### config.mk
export PLATFORM = sky130hd
export DESIGN_NAME = uart_rx_cfg
export DESIGN_NICKNAME = d
export VERILOG_FILES = /design/src/rtl/uart_rx_cfg.sv
export SDC_FILE = /design/constraint.sdc
export NUM_CORES = 1
export LEC_CHECK = 0
export ABC_AREA = 1
export CAP_MARGIN = 15
export CORE_MARGIN = 2
export CORE_UTILIZATION = 56
export DETAILED_ROUTE_END_ITERATION = 16
export PLACE_DENSITY = 0.84
export SYNTH_ARGS = -nofsm -noshare
export SYNTH_HDL_FRONTEND = slang
export SYNTH_SLANG_ARGS = --single-unit
### constraint.sdc
create_clock -name i_clk -period 1.5 [get_ports i_clk]
set_input_delay 0.3 -clock i_clk [delete_from_list [all_inputs] [get_ports i_clk]]
set_output_delay 0.3 -clock i_clk [all_outputs]
set_load 0.02 [all_outputs]
### src/rtl/uart_rx_cfg.sv
// uart_rx_cfg: oversampled UART receiver with configurable data/stop bits.
// Define UART_RX_PARITY_EN to receive a parity bit after the data bits.
module uart_rx_cfg #(
  parameter int NB_DATA    = 8,
  parameter int NB_STOP    = 1,
  parameter int OVERSAMPLE = 16,
  parameter int PARITY_ODD = 0
) (
  input  logic               i_clk,
  input  logic               i_reset,
  input  logic               i_tick,
  input  logic               i_rx_data,
  output logic [NB_DATA-1:0] o_data,
  output logic               o_valid,
  output logic               o_frame_err,
  output logic               o_parity_err
);

  localparam int TW = $clog2(OVERSAMPLE);
  localparam logic [TW-1:0] TICK_LAST = TW'(OVERSAMPLE - 1);
  localparam logic [TW-1:0] TICK_MID  = TW'(OVERSAMPLE / 2 - 1);
  localparam logic [3:0]    DATA_LAST = 4'(NB_DATA - 1);
  localparam logic [3:0]    STOP_LAST = 4'(NB_STOP - 1);

  if (NB_DATA < 5 || NB_DATA > 9 || NB_STOP < 1 || NB_STOP > 2 ||
      OVERSAMPLE < 8 || OVERSAMPLE > 32 || (OVERSAMPLE % 2) != 0 ||
      PARITY_ODD < 0 || PARITY_ODD > 1) begin : g_bad_params
    $fatal(1, "uart_rx_cfg: parameter out of range");
  end

`ifdef UART_RX_PARITY_EN
  typedef enum logic [2:0] {IDLE, START, DATA, PARITY, STOP} state_t;
`else
  typedef enum logic [2:0] {IDLE, START, DATA, STOP} state_t;
`endif

  state_t               state, state_n;
  logic [1:0]           sync;
  logic                 rx, rx_prev;
  logic [TW-1:0]        tick_cnt, tick_cnt_n;
  logic [3:0]           bit_cnt, bit_cnt_n;
  logic [NB_DATA-1:0]   shreg, shreg_n;
  logic                 ferr, ferr_n;
  logic [NB_DATA-1:0]   data_n;
  logic                 valid_n, frame_err_n;

  assign rx = sync[1];

`ifdef UART_RX_PARITY_EN
  logic par_bit, par_bit_n, parity_err_n;
`endif

  always_ff @(posedge i_clk or posedge i_reset) begin
    if (i_reset) begin
      sync        <= '1;
      rx_prev     <= 1'b1;
      state       <= IDLE;
      tick_cnt    <= '0;
      bit_cnt     <= '0;
      shreg       <= '0;
      ferr        <= 1'b0;
      o_data      <= '0;
      o_valid     <= 1'b0;
      o_frame_err <= 1'b0;
    end else begin
      sync        <= {sync[0], i_rx_data};
      rx_prev     <= rx;
      state       <= state_n;
      tick_cnt    <= tick_cnt_n;
      bit_cnt     <= bit_cnt_n;
      shreg       <= shreg_n;
      ferr        <= ferr_n;
      o_data      <= data_n;
      o_valid     <= valid_n;
      o_frame_err <= frame_err_n;
    end
  end

`ifdef UART_RX_PARITY_EN
  always_ff @(posedge i_clk or posedge i_reset) begin
    if (i_reset) begin
      par_bit      <= 1'b0;
      o_parity_err <= 1'b0;
    end else begin
      par_bit      <= par_bit_n;
      o_parity_err <= parity_err_n;
    end
  end
`else
  assign o_parity_err = 1'b0;
`endif

  // Start detection needs a fresh high-to-low edge, so a line held low after
  // a frame error (a break) cannot retrigger reception.
  always_comb begin
    state_n     = state;
    tick_cnt_n  = tick_cnt;
    bit_cnt_n   = bit_cnt;
    shreg_n     = shreg;
    ferr_n      = ferr;
    data_n      = o_data;
    valid_n     = 1'b0;
    frame_err_n = o_frame_err;
`ifdef UART_RX_PARITY_EN
    par_bit_n    = par_bit;
    parity_err_n = o_parity_err;
`endif
    case (state)
      IDLE: begin
        if (rx_prev && !rx) begin
          state_n    = START;
          tick_cnt_n = '0;
        end
      end
      START: begin
        if (i_tick) begin
          if (tick_cnt == TICK_MID) begin
            tick_cnt_n = '0;
            bit_cnt_n  = '0;
            ferr_n     = 1'b0;
            state_n    = rx ? IDLE : DATA;
          end else begin
            tick_cnt_n = tick_cnt + TW'(1);
          end
        end
      end
      DATA: begin
        if (i_tick) begin
          if (tick_cnt == TICK_LAST) begin
            tick_cnt_n = '0;
            shreg_n    = {rx, shreg[NB_DATA-1:1]};
            if (bit_cnt == DATA_LAST) begin
              bit_cnt_n = '0;
`ifdef UART_RX_PARITY_EN
              state_n   = PARITY;
`else
              state_n   = STOP;
`endif
            end else begin
              bit_cnt_n = bit_cnt + 4'd1;
            end
          end else begin
            tick_cnt_n = tick_cnt + TW'(1);
          end
        end
      end
`ifdef UART_RX_PARITY_EN
      PARITY: begin
        if (i_tick) begin
          if (tick_cnt == TICK_LAST) begin
            tick_cnt_n = '0;
            par_bit_n  = rx;
            state_n    = STOP;
          end else begin
            tick_cnt_n = tick_cnt + TW'(1);
          end
        end
      end
`endif
      STOP: begin
        if (i_tick) begin
          if (tick_cnt == TICK_LAST) begin
            tick_cnt_n = '0;
            if (!rx) ferr_n = 1'b1;
            if (bit_cnt == STOP_LAST) begin
              bit_cnt_n   = '0;
              state_n     = IDLE;
              valid_n     = 1'b1;
              data_n      = shreg;
              frame_err_n = ferr_n;
`ifdef UART_RX_PARITY_EN
              parity_err_n = ((^shreg) ^ par_bit) != 1'(PARITY_ODD);
`endif
            end else begin
              bit_cnt_n = bit_cnt + 4'd1;
            end
          end else begin
            tick_cnt_n = tick_cnt + TW'(1);
          end
        end
      end
      default: state_n = IDLE;
    endcase
  end

endmodule

==> summary.md, run 1 <==
The run finished with clean final reports. Across all layers, the routed design uses 1135 vias. The tools report the setup slack after layout as 96.8 ps.

Input and output buffers added on the ports amount to 13. The floorplan has 19 rows. The initial antenna violation count came out at 0. In this run the critical register-to-register path is launched from tick_cnt[0]. The setup clock skew after layout is 7.90 ps, and the post-synthesis area per instance is 9.03 µm².

Yosys printed 0 warnings. The final number of setup-violating endpoints was 0. The final max-slew violation count is 0.

The endpoint kind of the worst setup timing path was a flop. After global routing, the most crowded layer is met2. The slowest stage cell on the critical path was sky130_fd_sc_hd__dfrtp_1.

The placeable core region is 2710 µm². Synthesis produced a netlist whose cell count is 175. The die is 57.1 µm wide. The critical setup path kind was reg -> reg. Growth of design area from synthesis to finish: 13.5%.

For the met3 track demand over resource, the log shows 0.0499. The number of global-route vias before repair was 1012. Walking the worst path, the cells encountered are ha_4, nand3_2, nand2_2, nand2_4, nor2_4, inv_2, nand2_1, nand2_1. STA puts the critical path data required time at 1720 ps.

The global routing met1 resource utilization came out at 0.255. The sequential fraction of the synthesis area is 0.509. TritonCTS created 5 clock buffers. After routing the design area is 1790 µm². TritonCTS built the clock tree.

Once placement finished, the instance area stood at 1740 µm². For this run, design rule violations remaining after detail routing come to 0. For the flip-flop and latch area, the log shows 806 µm².

The total overflow left after global routing is 0. The number of DRC violations after detailed-routing iteration 0 was 65. Counting the fill cells in the layout gives 225. For the worst-skew pair, the clock arrives at the later sink with an insertion delay of 320 ps. The starting density of the core came out at 0.583.

IR analysis of the VDD net gives a maximum drop of 0.00106 V. CTS built an H-tree with a depth of 2. For the detailed-routing iteration count for the pre-antenna-repair pass, the log shows 4.

Leaving out fill and tap cells, the most frequent cells in the layout are 48 x sky130_fd_sc_hd__nand2_1, 28 x sky130_fd_sc_hd__dfrtp_1, 20 x sky130_fd_sc_hd__inv_1. Once detailed placement completed, the half-perimeter wirelength came to 1.94 mm. The vertical die dimension is 57.1 µm, and the power after layout is 2.12 mW. 15 I/O pins were placed. The global-route wire length before repair was 4.67 mm. The die covers 3260 µm². The worst hold path belongs to the class in -> async. The total length of routed wires is 2.71 mm, and the met2 usage is 0.286.

Including well taps, the total number of placed cells is 217. Across the run, the number of max-cap violations was 0. The final period demand of the worst path is 1400 ps, and the clock transition at the register clock pins on the worst setup and hold paths after CTS is 90 ps. In this design, the critical path's most frequently occurring cell is sky130_fd_sc_hd__nand2_1. The final core area utilization was 0.662. The clock passes through at most 2 buffers. Number of antenna-violating nets in the routed design: 0.

The logs give 0.943 nW for the static leakage power and 200 for the post-layout net count. Of all nets on the critical path, the largest fanout is 6. The share of final-layout standard cells stronger than drive strength 1 is 0.264, and the number of antenna repair diodes is 0.

The tools report the distinct cell type count of the synthesized netlist as 23. The logs give 0.185 for the total global routing track utilization and 664 µm² for the area occupied by multi-input gates. The critical path startpoint category was a flop. The biggest cell delay along the critical path is 430 ps. The number of failing hold endpoints at the final stage came out at 0. On the final layout, the worst hold slack is 314 ps.

The tools report the number of clock sinks as 32. The cell area after synthesis is 1580 µm². The maximum number of pins on one net before global-route repair came out at 33. The number of vias per cell after detailed routing was 5.07; the net count after synthesis was 182. The number of cells on the worst reg-to-reg path is 8.

The average wire length per cell after detail routing was 12.1 µm. In the final timing run, aggregate negative setup slack is 0 ps. The CTS root buffer was sky130_fd_sc_hd__clkbuf_4. The leading cell type in the layout, fill and taps excluded was sky130_fd_sc_hd__nand2_1. For flop-to-flop paths, the worst setup slack is 100 ps. After the flow finishes, the layout carries non-filler instances totaling 224. Synthesis inferred 32 register bits. The routability congestion estimate from global placement was 0.885. Dividing total power by cell area gives a power density of 1180 nW/µm². The worst register-to-register path ends at bit_cnt[3]. Data on the critical path arrives at its endpoint at 1620 ps. Fmax: 713 MHz. Ratio of final minimum period to clock period: 0.935.

The tools report the pre-CTS setup slack as -105 ps. Once the clock tree was built, the setup fixing pass inserted 0 buffers.
[worst max-delay path, delay by kind of cell (launching register included)]
kind | cells | cell delay [ps]
simple gates | 6 | 630
flops | 1 | 430
fa+ha+maj | 1 | 170
buf+inv | 1 | 70
[cell type report]
class	instances	area share
clock buffers	6	0.0230
clock inverters	1	0.00279
inverters	25	0.0523
multi-input cells	114	0.370
flip-flops and latches	32	0.449
well taps	31	0.0216
repair buffers	15	0.0809
[layer usage]
layer	routed length, µm	vias to the layer above
met4	41	0
met3	89	4
met1	1180	530
li1	-	581
met5	0	-
met2	1400	20
[logic make-up after synthesis]
group / synth area share
adders and majority gates: 0.0238
other: 0.00237
and+or+nand+nor: 0.256
buffers and inverters: 0.0831
AOI/OAI and AO/OA: 0.120
xor gates and xnor gates: 0.00554
DFF: 0.509
[synthesized netlist by cell type (all sizes together)]
cell	number	area share
dfrtp	29	0.46
nor2	16	0.060
dfstp	3	0.050
xor2	1	0.0055
a22o	1	0.0055
ha	3	0.024
nand3	11	0.041
nand2	57	0.15
a21oi	2	0.0063
buf	4	0.024
o22ai	1	0.0040
inv	25	0.059
conb	1	0.0024
o21ai	21	0.10
[how the worst max path moves through the flow]
stage                            from         end  slack (ps)  depth (start not counted)
after detailed placement       i_tick    shreg[4]        -110                          6
after CTS                 tick_cnt[0]    shreg[4]          20                          6
after global placement         i_tick    shreg[2]         -50                          6
after global routing      tick_cnt[0]  bit_cnt[3]          -9                          8
final                     tick_cnt[0]  bit_cnt[3]         100                          8
after floorplan           tick_cnt[0]    shreg[7]         200                          7
[state kept, by name, indices dropped and copies added, names as in the netlist]
signal	flops
o_data	8
shreg	8
bit_cnt	4
tick_cnt	4
state	2
sync	2
ferr	1
o_frame_err	1
o_valid	1
rx_prev	1
[power by group]
| part | internal, mW | switching (mW) |
|---|---|---|
| Sequential | 0.946 | 0.123 |
| Combinational | 0.217 | 0.402 |
| Clock | 0.172 | 0.262 |
| Total | 1.34 | 0.788 |
[what timing repair did]
action,4_1_cts,5_1_grt
resized for setup,10,5
endpoints found under the hold margin,0,0
gates cloned,0,0
endpoints found under the setup margin,10,11
hold buffers,0,0
pin swaps,0,2
Note: power is estimated with default switching activity, not from simulation.
==> run 2: changes to the inputs <==
SETUP_SLACK_MARGIN = 0.5   (was unset)
==> summary.md, run 2 (same netlist as run 1, synthesis figures left out) <==
At the end of routability-driven placement, the weighted congestion stood at 0.878. The starting density of the core came out at 0.583. The maximum vdd drop was 0.00118 V. Row generation in the floorplan step produced 19 rows. The final period demand of the worst path works out to 1380 ps. The CTS root buffer is sky130_fd_sc_hd__clkbuf_4.

The total length of routed wires is 4.57 mm. TritonCTS built the clock tree. The clock tree synthesis step divided the H-tree into 2 levels.

Setup violations remaining at the end of the flow were counted as 0. The repair_antennas step left the layout with diodes totalling 0. At the worst endpoint, the arrival time is 1630 ps. The floorplan step set the die height to 57.1 µm.

The number of buffers on the longest clock path was 2. Setup repair after global routing could not meet its margin everywhere. The power after layout was 2.83 mW. Max-cap violations in this run came to 0. The count of input and output buffers is 13, and the detailed-routing iteration count for the pre-antenna-repair pass is 4. The tools report the placeable core region as 2710 µm². The run gives 0 as the final max-slew violation count. The number of standard cells in the layout, taps in and fillers out is 258, and the ratio of final minimum period to clock period is 0.920.

The number of vias after detailed routing is 1423, and the average wire length per cell after detail routing is 17.7 µm. In the routed layout, each cell is associated on average with a via count of 5.52. By startpoint and endpoint, the worst setup path is classified as reg -> reg. The maximum fanout count along the critical path works out to 8. The logs give 725 MHz for the fmax and 0.243 for the total global routing track utilization. After legalization and detailed placement, the total HPWL measured 1.86 mm. The die width is 57.1 µm, and the static leakage power is 1.15 nW. The logs give 32 for the number of clock sinks and 360 ps for the clock latency reported for the late side of the worst-skew pair. For the number of instances in the placed design, the log shows 217. The tools report the total negative slack as 0 ps. The endpoint kind of the worst setup timing path was a flop.

The tools report the setup clock skew after layout as 13.3 ps. Once detail routing completed, the nets flagged for antenna violations numbered 0. The logs give 33 for the maximum number of pins on one net before global-route repair and 0 for the number of hold buffers added after CTS.

Class of the worst hold path: in -> async. The total CTS buffers was 5; the area of the die was 3260 µm². The run gives 0 as the global-route congestion overflow total. The first global-routing pass estimated 5.89 mm of wire. Initial antenna violation count: 0. For the number of DRC violations after detailed-routing iteration 0, the log shows 62.

The clock transition at the register clock pins on the worst setup and hold paths after CTS is 110 ps. The power per unit of standard cell area works out to 1210 nW/µm². STA classifies the critical path startpoint as a flop.

At the end of the flow, the number of nets in the layout was 233. For the worst setup path, the data required time is 1750 ps. Share of final-layout standard cells stronger than drive strength 1: 0.568. The final-layout worst hold slack came out at 263 ps.

The largest registers in the layout are o_data: 8 flops, shreg: 8 flops. In the layout the commonest cells are 27 x sky130_fd_sc_hd__nand2_1, 27 x sky130_fd_sc_hd__dfrtp_1, 21 x sky130_fd_sc_hd__buf_4. For this run, design rule violations remaining after detail routing come to 0. Count of pins on the block boundary: 15. The run gives 0 as the number of failing hold endpoints at the final stage. The final core area utilization came out at 0.863. The number of global-route vias before repair is 1320, and the growth of design area from synthesis to finish is 48.0%. The flow ran to the end, and the final reports show no timing, DRC or antenna violations.
-- run 2: repair_timing --
item	in CTS	in global routing
setup endpoints to repair	39	39
cloned	4	0
pin swaps	15	13
resized for setup	84	36
setup buffers	19	10
-- run 2: final cells by class --
type,count,area [µm²]
clock buffer,7,55.1
clock inverter,1,7.51
fill,138,372
inverter,25,96.3
multi-input combinational,118,903
sequential,32,807
tap,31,38.8
timing repair buffer,44,430
-- run 2: final timing paths --
| kind | startpoint | end | slack [ps] | cells past startpoint |
|---|---|---|---|---|
| max | tick_cnt[0] | shreg[6] | 120 | 7 |
| min | i_reset | o_valid | 260 | 3 |
| max reg2reg | tick_cnt[0] | shreg[6] | 120 | 7 |
| min reg2reg | sync[0] | sync[1] | 370 | 0 |
| max in group asynchronous | i_reset | sync[1] | 970 | 3 |
| min in group i_clk | i_rx_data | sync[0] | 360 | 1 |
-- run 2: per-layer routing --
metal	GRT usage	part of all wire	vias up
met5	0	0	-
met4	0.0997	0.043	0
met3	0.0794	0.047	22
met2	0.388	0.52	44
met1	0.309	0.39	707
li1	-	-	650
-- run 2: worst max-delay path: stages, from the launching register on --
cell	delay [ps]
sky130_fd_sc_hd__dfrtp_1	430
sky130_fd_sc_hd__ha_4	200
sky130_fd_sc_hd__nand3_4	90
sky130_fd_sc_hd__nor2_4	120
sky130_fd_sc_hd__buf_12	160
sky130_fd_sc_hd__nand2_8	110
sky130_fd_sc_hd__nand2_2	100
sky130_fd_sc_hd__o21ai_2	60
-- run 2: where the power goes --
part / internal, mW / leakage [nW] / switching [mW] / total (mW)
sequential: 0.950 / 0.430 / 0.123 / 1.07
combinational: 0.535 / 0.691 / 0.686 / 1.22
clock: 0.229 / 0.0315 / 0.310 / 0.539
total: 1.71 / 1.15 / 1.12 / 2.83
-- run 2: through the flow --
step,instance area [µm²],setup WS [ps]
floorplan,1610,213
CTS,2140,216
detailed placement,1760,7.29
global placement,1760,43.8
finish,2340,120
global route,2340,91.5
==> run 3: changes to the inputs <==
CTS_CLUSTER_DIAMETER = 80   (was unset)
==> results of run 3 <==
No change in the layout: final DEF, timing and power equal those of run 2.
